**config.mk**
```make
export PLATFORM = sky130hd
export DESIGN_NAME = ex_mem_buf
export DESIGN_NICKNAME = d
export VERILOG_FILES = /design/src/rtl/ex_mem_buf.sv
export SDC_FILE = /design/constraint.sdc
export NUM_CORES = 1
export LEC_CHECK = 0
export BUFFER_PORTS_ARGS = -buffer_cell sky130_fd_sc_hd__buf_2
export CAP_MARGIN = 10
export CORE_MARGIN = 2
export CORE_UTILIZATION = 30
export DETAILED_ROUTE_END_ITERATION = 10
export MAX_ROUTING_LAYER = met4
export PLACE_DENSITY = 0.57
export RECOVER_POWER = 100
export SYNTH_ARGS = -nofsm -noshare
export SYNTH_HDL_FRONTEND = slang
export SYNTH_SLANG_ARGS = --single-unit
```
**constraint.sdc**
```tcl
create_clock -name clk -period 2.11 [get_ports clk]
set_input_delay 0.422 -clock clk [delete_from_list [all_inputs] [get_ports clk]]
set_output_delay 0.422 -clock clk [all_outputs]
set_load 0.1 [all_outputs]
```
**src/rtl/ex_mem_buf.sv**
```systemverilog
// ex_mem_buf: 2-entry EX/MEM skid FIFO with branch resolution at push and an R0 write guard.
// While empty, data outputs replay the last head shown; wen/br_taken are forced low.
module ex_mem_buf (
    input  logic        clk,
    input  logic        rst_n,
    input  logic        valid_exm_i,
    output logic        ready_exm_o,
    input  logic [31:0] res_exm_i,
    input  logic        z_exm_i,
    input  logic [4:0]  rd_exm_i,
    input  logic        wen_exm_i,
    input  logic [1:0]  br_type_exm_i,
    input  logic [31:0] br_tgt_exm_i,
    input  logic        flush_exm_i,
    output logic        valid_exm_o,
    input  logic        ready_exm_i,
    output logic [31:0] res_exm_o,
    output logic [4:0]  rd_exm_o,
    output logic        wen_exm_o,
    output logic        br_taken_exm_o,
    output logic [31:0] br_tgt_exm_o
);
    logic [31:0] r_res [2];
    logic [4:0]  r_rd  [2];
    logic        r_wen [2];
    logic        r_bt  [2];
    logic [31:0] r_tgt [2];
    logic        r_wp, r_rp;
    logic [1:0]  r_cnt;
    logic [31:0] r_l_res, r_l_tgt;
    logic [4:0]  r_l_rd;
    logic        w_push, w_pop, w_bt, w_wen;

    assign ready_exm_o = r_cnt < 2'd2;
    assign valid_exm_o = r_cnt != 2'd0;
    assign w_push      = valid_exm_i && ready_exm_o && !flush_exm_i;
    assign w_pop       = valid_exm_o && ready_exm_i && !flush_exm_i;
    assign w_bt        = (br_type_exm_i == 2'b01 && z_exm_i) || (br_type_exm_i == 2'b10 && !z_exm_i);
    assign w_wen       = wen_exm_i && rd_exm_i != 5'd0;

    always_ff @(posedge clk or negedge rst_n) begin
        if (!rst_n) begin
            r_cnt <= 2'd0;
            r_wp  <= 1'b0;
            r_rp  <= 1'b0;
            for (int i = 0; i < 2; i++) begin
                r_res[i] <= 32'd0;
                r_rd[i]  <= 5'd0;
                r_wen[i] <= 1'b0;
                r_bt[i]  <= 1'b0;
                r_tgt[i] <= 32'd0;
            end
        end else if (flush_exm_i) begin
            r_cnt <= 2'd0;
            r_wp  <= 1'b0;
            r_rp  <= 1'b0;
        end else begin
            if (w_push) begin
                r_res[r_wp] <= res_exm_i;
                r_rd[r_wp]  <= rd_exm_i;
                r_wen[r_wp] <= w_wen;
                r_bt[r_wp]  <= w_bt;
                r_tgt[r_wp] <= br_tgt_exm_i;
                r_wp        <= ~r_wp;
            end
            if (w_pop)
                r_rp <= ~r_rp;
            r_cnt <= r_cnt + 2'(w_push) - 2'(w_pop);
        end
    end

    // Snapshot of the currently shown head, replayed once the FIFO drains
    always_ff @(posedge clk or negedge rst_n) begin
        if (!rst_n) begin
            r_l_res <= 32'd0;
            r_l_rd  <= 5'd0;
            r_l_tgt <= 32'd0;
        end else if (valid_exm_o) begin
            r_l_res <= r_res[r_rp];
            r_l_rd  <= r_rd[r_rp];
            r_l_tgt <= r_tgt[r_rp];
        end
    end

    assign res_exm_o      = valid_exm_o ? r_res[r_rp] : r_l_res;
    assign rd_exm_o       = valid_exm_o ? r_rd[r_rp]  : r_l_rd;
    assign br_tgt_exm_o   = valid_exm_o ? r_tgt[r_rp] : r_l_tgt;
    assign wen_exm_o      = valid_exm_o && r_wen[r_rp];
    assign br_taken_exm_o = valid_exm_o && r_bt[r_rp];
endmodule
```
==> Word-level counts from Yosys, hierarchy flattened <==
Index checks and enable logic that the tools add are counted.
{ "word_totals": {"register_bits": 215, "input_bits": 78, "output_inout_bits": 73, "word_cells": 81} }
{ "op_classes": {"n_addsub": 2, "n_lt_le_gt_ge": 4, "eq_ne": 2, "muxes": 34, "n_bitwise": 5, "reduce_logical": 18} }
{ "ops": {"columns": ["cell", "count"], "rows": [
  ["$mux W32", 9],
  ["$bwmux W64", 2],
  ["$demux W32 S1", 1],
  ["$mux W5", 5],
  ["$mux W1", 11],
  ["$bwmux W10", 1],
  ["$logic_and A1 B1 Y1", 10],
  ["$reduce_bool A2 Y1", 3],
  ["$demux W5 S1", 1],
  ["$reduce_bool A5 Y1", 1],
  ["$bwmux W2", 2],
  ["$ge A2 B2 Y1 const B", 2],
  ["$not A1 Y2", 2],
  ["$not A1 Y1", 3],
  ["$add A2 B1 Y2", 1],
  ["$eq A2 B1 Y1 const B", 1],
  ["$eq A2 B2 Y1 const B", 1],
  ["$logic_not A1 Y1", 2],
  ["$lt A2 B1 Y1 const B", 1],
  ["$lt A2 B2 Y1 const B", 1],
  ["$mux W2", 1],
  ["$reduce_and A2 Y1", 1],
  ["$sub A2 B1 Y2", 1],
  ["$demux W1 S1", 1],
  ["$logic_or A1 B1 Y1", 1]
]} }

==> Depth between registers and ports, before layout <==
Gate-level depths: netlist of the first run.
{ "logic_depth": {"word_depth": 6, "mapped_depth": 8, "ltp_nobuf": 8} }

==> Least setup slack after synthesis of the first run <==
No wires, ideal clock.
{ "synth_timing": {"kind": "reg-to-output", "startpoint": "reg r_cnt[1]", "endpoint": "out res_exm_o[20]", "arrival_time_ns": 2.999, "required_time_ns": 1.688, "slack_ns": -1.311, "stages_incl_launch_ff": 5, "n_path_buf": 2, "path_cell_list": "dfrtp_1 nor2_1 buf_2 buf_2 o21ai_0"} }
{ "synth_via": {"elab_chain_cells": 2} }
{ "synth_lines": {"columns": ["item", "line_no", "rtl"], "rows": [
  ["start, declared", "29", "logic [1:0] r_cnt;"],
  ["start signal, assigned", "68", "r_cnt <= r_cnt + 2'(w_push) - 2'(w_pop);"],
  ["$reduce_bool A2 Y1", "35", "assign valid_exm_o = r_cnt != 2'd0;"],
  ["$mux W32", "85", "assign res_exm_o = valid_exm_o ? r_res[r_rp] : r_l_res;"],
  ["end, declared", "17", "output logic [31:0] res_exm_o,"]
]} }
No other way between the ends.

==> Final worst setup path of the first run <==
{ "layout_timing": {"startpoint": "reg r_rp", "endpoint": "out res_exm_o[8]"} }
{ "layout_via": {"elab_chain_cells": 5} }
{ "layout_lines": {"columns": ["item", "line_no", "rtl"], "rows": [
  ["start, declared", "28", "logic r_wp, r_rp;"],
  ["start signal, assigned", "67", "r_rp <= ~r_rp;"],
  ["$not A1 Y2 (implied by the code)", "85", null],
  ["$mux W32 (implied by the code) (3 in series)", "85", null],
  ["$mux W32", "85", null]
]} }
No other way between the ends. The select of a mux whose other input is x is not followed.

==> results.md, run 1 <==
* Final max-slew violation count at 0
* Finished Cell Area at 13100 sq um
* Initial antenna violation count at 6
* TritonCTS clock tree: done
* Ports at 151
* Number of synthesized register bits at 215
* WL final at 21800 um
* Vias in the first global route at 6027
* Longest Clk Path Bufs at 3
* Worst-margin pin slew at 1.02 ns
* Max incr delay on CP at 0.50 ns
* Crit Path Class: flip-flop to output port
* Final Critical Period at 2.32 ns
* Finished Core Util at 0.439
* Total core area at 29700 sq um
* Hold WC Path Type: input port to flip-flop
* Placer Congestion at 0.699
* CTS buffer count at 25
* Max Clk Rate at 431 MHz
* Clock skew at 0.00840 ns
* Status: complete, but fails checks
* Vias at 5574
* Tcrit/Tclk final at 1.10
* Synth warn at 0
* Filler Cell Count at 2645
* Worst-path clk slew at 0.06 ns
* Number of iterations in the first detailed-routing pass at 6
* Critical Path Start Type: flip-flop
* Initial Utilization at 0.305
* First-pass GRT wire length at 34400 um
* Site Rows at 63
* Final antenna-violating net count at 0
* Slowest stage cell, crit path: dfrtp_4
* Vias per std cell at 4.51
* Synth Area per Inst at 14.3 sq um
* Syn Inst Count at 636
* Most frequent cells in the layout: dfrtp_1 (213), buf_12 (84), buf_2 (76)
* Min-Delay Endpoint: r_res[7]
* Most used cell, CP: buf_12
* Avg WL per Cell at 17.6 um
* Clock Sinks at 215
* R2R Path End: r_tgt[31]
* Reg-to-reg slack, setup at 0.11 ns
* Cell depth of the worst hold path at 2
* CP cell instances: buf_12 -> mux2i_1 -> o21ai_2 -> buf_12
* Max Cap Viol at 0
* CP startpoint: r_rp
* Clk_lat worst skew at 0.52 ns
* Die Ht at 178 um
* Overall Global Routing Usage at 0.145
* Critical path endpoint category: output port
* Layout cells sized above 1 at 0.548
* Syn nets at 716
* Pin count of the biggest net entering global routing at 61
* EDFF count, synth at 0
* Layout Nets at 905
* Fin worst setup slack at -0.208 ns
* Netlist cell types at 25
* Area grow syn2layout at 43.8%
* Slew Limit Headroom at 0.317
* Final setup violating endpoints at 72
* Port Buffers at 150
* Area taken by multi-input logic gates at 3830 sq um
* Dpl hpwl at 13100 um
* Worst R2R Path Depth at 4
* Worst EP arrival at 1.90 ns
* Dpl cell area at 11800 sq um
* Root buf cell: clkbuf_16
* Hold_sp: res_exm_i[7]
* CP required at 1.69 ns
* CP Max Fanout at 25
* Die X at 178 um
* Failing checks: setup timing
* Pre-CTS setup slack at 0.135 ns
* Seq/Total Area, Yosys at 0.593
* Unrepaired setup endpoints after global routing: yes
* First DRT Iteration DRCs at 189
* Top_reg_cell synth: dfrtp_1
* Commonest non-fill, non-tap cell in the layout: dfrtp_1
* Final Hold Viols at 0
* Reg2reg start: r_cnt[1]
* Total grt overflow at 0
* Register area at 5390 sq um
* Clock H-tree levels at 1
* # DRC at 0
* Die area at 31700 sq um
* Mapped Area at 9080 sq um
* Async SR Flop Fraction at 1.00
## sequential cells by signal (all words and copies together), names as in the netlist
register and cells:
r_l_rd 5, r_res 64, r_rp 1, r_bt 2
r_tgt 64, r_l_res 32, r_wp 1, r_wen 2
r_l_tgt 32, r_cnt 2, r_rd 10
## cell usage after synthesis, types with 5 or more instances
master | instances | area (sq um)
mux2i_1 | 73 | 731
mux2_4 | 67 | 1010
nand2_1 | 69 | 259
nor2_1 | 9 | 33.8
buf_6 | 8 | 90.1
dfrtp_1 | 215 | 5380
buf_12 | 7 | 140
clkbuf_1 | 5 | 18.8
o21ai_0 | 71 | 355
inv_1 | 5 | 18.8
buf_2 | 17 | 85.1
mux2_2 | 71 | 800
## how the worst max path moves through the flow
stage	end
floorplan	br_tgt_exm_o[17]
CTS	br_tgt_exm_o[4]
global route	br_tgt_exm_o[7]
detailed placement	r_tgt[31]
global placement	r_tgt[31]
finish	res_exm_o[8]
## routing by layer
metal / global-route usage / wire [um] / part of all wire
met1: 0.192 / 9860 / 0.45
met5: - / 0 / 0
met2: 0.218 / 9990 / 0.46
met3: 0.0401 / 1420 / 0.065
met4: 0.0365 / 509 / 0.023
## worst max-delay path, delay by kind of cell, from the launching register on
kind,cells,cell delay (ns)
multiplexers,1,0.33
AO/OA/AOI/OAI,1,0.12
buffers and inverters,2,0.44
flip-flops,1,0.50
## cell families after synthesis
| group | synth area share |
|---|---|
| flip-flops | 0.593 |
| buffers and inverters | 0.0402 |
| adder cells (fa/ha/maj) | 0.00276 |
| AO/OA/AOI/OAI | 0.0408 |
| AND/OR/NAND/NOR | 0.0402 |
| multiplexers | 0.279 |
| XOR/XNOR | 0.00386 |
## metrics by stage
step	TNS, ns	hold WS, ns	instances
2_1_floorplan	-18.47	0.126	636
3_3_place_gp	0	0.336	1166
3_5_place_dp	0	0.335	1166
4_1_cts	-14.66	0.116	1223
5_1_grt	-24.69	0.133	1237
6_report	-11.15	0.152	1237
## area by class of cell
| type | instances | share of cell area |
|---|---|---|
| antenna | 6 | 0.00115 |
| clock buffer | 41 | 0.0556 |
| clock inverter | 2 | 0.00268 |
| inverter | 5 | 0.00144 |
| multi-input combinational | 377 | 0.294 |
| sequential | 215 | 0.412 |
| tap | 390 | 0.0374 |
| timing repair buffer | 201 | 0.196 |
## timing repair
| action | 4_1_cts | 5_1_grt |
|---|---|---|
| hold buffers | 1 | 0 |
| pin swaps | 2 | 3 |
| resized for setup | 51 | 18 |
| cloned | 5 | 2 |
| endpoints found under the hold margin | 38 | 0 |
| buffers inserted | 8 | 6 |
| setup endpoints to repair | 73 | 72 |
Power of run 1 is not shown: default switching activity piles up to over one toggle a cycle in this logic, so the estimate is an artifact.
==> run 2, diff against run 1 <==
==> constraint.sdc (replaced) <==
create_clock -name clk -period 2.4 [get_ports clk]
set_input_delay 0.48 -clock clk [delete_from_list [all_inputs] [get_ports clk]]
set_output_delay 0.48 -clock clk [all_outputs]
set_load 0.1 [all_outputs]
==> results.md, run 2 (synthesis results as in run 1) <==
* Total grt overflow at 0 (unchanged)
* Die area at 31700 sq um (unchanged)
* Top Registers: r_res: 64 flops, r_tgt: 64 flops (unchanged)
* Hold WC Path Type: input port to flip-flop (unchanged)
* Longest Clk Path Bufs at 3 (unchanged)
* Final max-slew violation count at 56 (was 0)
* Die Ht at 178 um (unchanged)
* Overall Global Routing Usage at 0.140 (was 0.145)
* Die X at 178 um (unchanged)
* Crit Path Class: flip-flop to output port (unchanged)
* Met2 Resource Use GR at 0.219 (was 0.218)
* Vias per std cell at 4.52 (was 4.51)
* Pre-CTS setup slack at 0.237 ns (was 0.135 ns)
* Avg WL per Cell at 17.8 um (was 17.6 um)
* Clk_lat worst skew at 0.52 ns (about the same)
* Layout Nets at 914 (was 905)
* Vias in the first global route at 5893 (was 6027)
* Final Critical Period at 2.40 ns
* Filler Cell Count at 2647 (was 2645)
* Final Hold Viols at 0 (unchanged)
* Critical Path Start Type: flip-flop (unchanged)
* Clock H-tree levels at 1 (unchanged)
* Initial Utilization at 0.305 (unchanged)
* Fin worst setup slack at -0.00354 ns (was -0.208 ns)
* CTS buffer count at 25 (unchanged)
* Final setup violating endpoints at 2 (was 72)
* Ant diodes at 0 (was 6)
* Final antenna-violating net count at 0 (unchanged)
* Dpl cell area at 11500 sq um (was 11800 sq um)
* Clock skew at 0.0120 ns (was 0.00840 ns)
* Root buf cell: clkbuf_16 (unchanged)
* Total core area at 29700 sq um (unchanged)
* Finished Core Util at 0.447 (was 0.439)
* Initial antenna violation count at 0 (was 6)
* Register area at 5390 sq um (unchanged)
* Placer Congestion at 0.672 (was 0.699)
* Area taken by multi-input logic gates at 3860 sq um (was 3830 sq um)
* Met1 global-route usage at 0.188 (was 0.192)
* Setup TNS at -0.00386 ns (was -11.15 ns)
* Port Buffers at 150 (unchanged)
* Layout cells sized above 1 at 0.575 (was 0.548)
* # DRC at 0 (unchanged)
* Max Clk Rate at 416 MHz
* Tcrit/Tclk final at 1.00
* Clock Sinks at 215 (unchanged)
* Finished Cell Area at 13300 sq um (was 13100 sq um)
* Area grow syn2layout at 46.2% (was 43.8%)
* CP required at 1.92 ns (was 1.69 ns)
* Worst-margin pin slew at 1.64 ns (was 1.02 ns)
* CP Max Fanout at 8 (was 25)
* TritonCTS clock tree: done (unchanged)
* Dpl hpwl at 12600 um (was 13100 um)
* First DRT Iteration DRCs at 235 (was 189)
* Commonest non-fill, non-tap cell in the layout: dfrtp_1 (unchanged)
* WL final at 22100 um (was 21800 um)
* Most frequent cells in the layout: dfrtp_1 (213), buf_12 (82), buf_2 (80) (was dfrtp_1 (213), buf_12 (84), buf_2 (76))
* GRT met3 Usage at 0.0323 (was 0.0401)
* Pin count of the biggest net entering global routing at 58 (was 61)
* Unrepaired setup endpoints after global routing: yes (unchanged)
* Ports at 151 (unchanged)
* First-pass GRT wire length at 33700 um (was 34400 um)
* GRT Max-Usage Layer: met2 (unchanged)
* Number of iterations in the first detailed-routing pass at 4 (was 6)
* Worst EP arrival at 1.92 ns (was 1.90 ns)
* Site Rows at 63 (unchanged)
* Critical path endpoint category: output port (unchanged)
* Status: complete, but fails checks (unchanged)
* Vias at 5619 (was 5574)
* Slew Limit Headroom at -0.0907 (was 0.317)
* Max Cap Viol at 1 (was 0)
* Worst-path clk slew at 0.06 ns (about the same)
* Failing checks: capacitance limit, slew limit, setup timing (was setup timing)
[run 2: repair_timing]
| item | CTS | global route |
|---|---|---|
| endpoints found under the setup margin | 72 | 69 |
| setup buffers | 6 | 24 |
| hold buffers | 1 | 0 |
| gates cloned | 5 | 6 |
| gates resized for setup | 53 | 59 |
| hold endpoints to repair | 50 | 0 |
| pin swaps | 2 | 3 |
[run 2: critical path, cell delays in order (launching register included)]
cell	delay, ns
dfrtp_1	0.42
nor2_4	0.19
buf_6	0.14
buf_12	0.11
clkbuf_16	0.16
nand2_1	0.07
o21ai_2	0.10
buf_12	0.21
[run 2: path summary, 6_finish.rpt]
check | from | endpoint | slack [ns] | cells after the start
worst max-delay path | r_cnt[0] | rd_exm_o[1] | -0.004 | 7
worst min-delay path | br_tgt_exm_i[22] | r_tgt[22] | 0.20 | 2
worst max register to register | r_cnt[1] | r_tgt[14] | 0.37 | 4
worst min register to register | r_l_tgt[20] | r_l_tgt[20] | 0.50 | 2
max in group asynchronous | rst_n | r_tgt[37] | 0.29 | 3
min in group asynchronous | rst_n | r_res[25] | 0.93 | 2
[run 2: cell type report]
cell class | instances | share of cell area
clock buffer | 36 | 0.0540
clock inverter | 9 | 0.0111
inverter | 5 | 0.00141
multi-input combinational | 377 | 0.291
sequential | 215 | 0.406
tap | 390 | 0.0368
timing repair buffer | 210 | 0.200
[run 2: metrics by stage]
stage                     hold WS, ns  instances
after floorplan                 0.184        636
after global placement          0.470       1156
after detailed placement        0.467       1156
after CTS                       0.173       1213
after global routing            0.181       1242
final                           0.203       1242
[run 2: per-layer routing]
metal | up-vias | part of all wire | wire [um]
li1 | 2611 | - | -
met1 | 2863 | 0.45 | 9990
met2 | 115 | 0.48 | 10600
met3 | 30 | 0.055 | 1210
met4 | 0 | 0.015 | 321
met5 | - | 0 | 0
Power of run 2 is left out for the same reason.
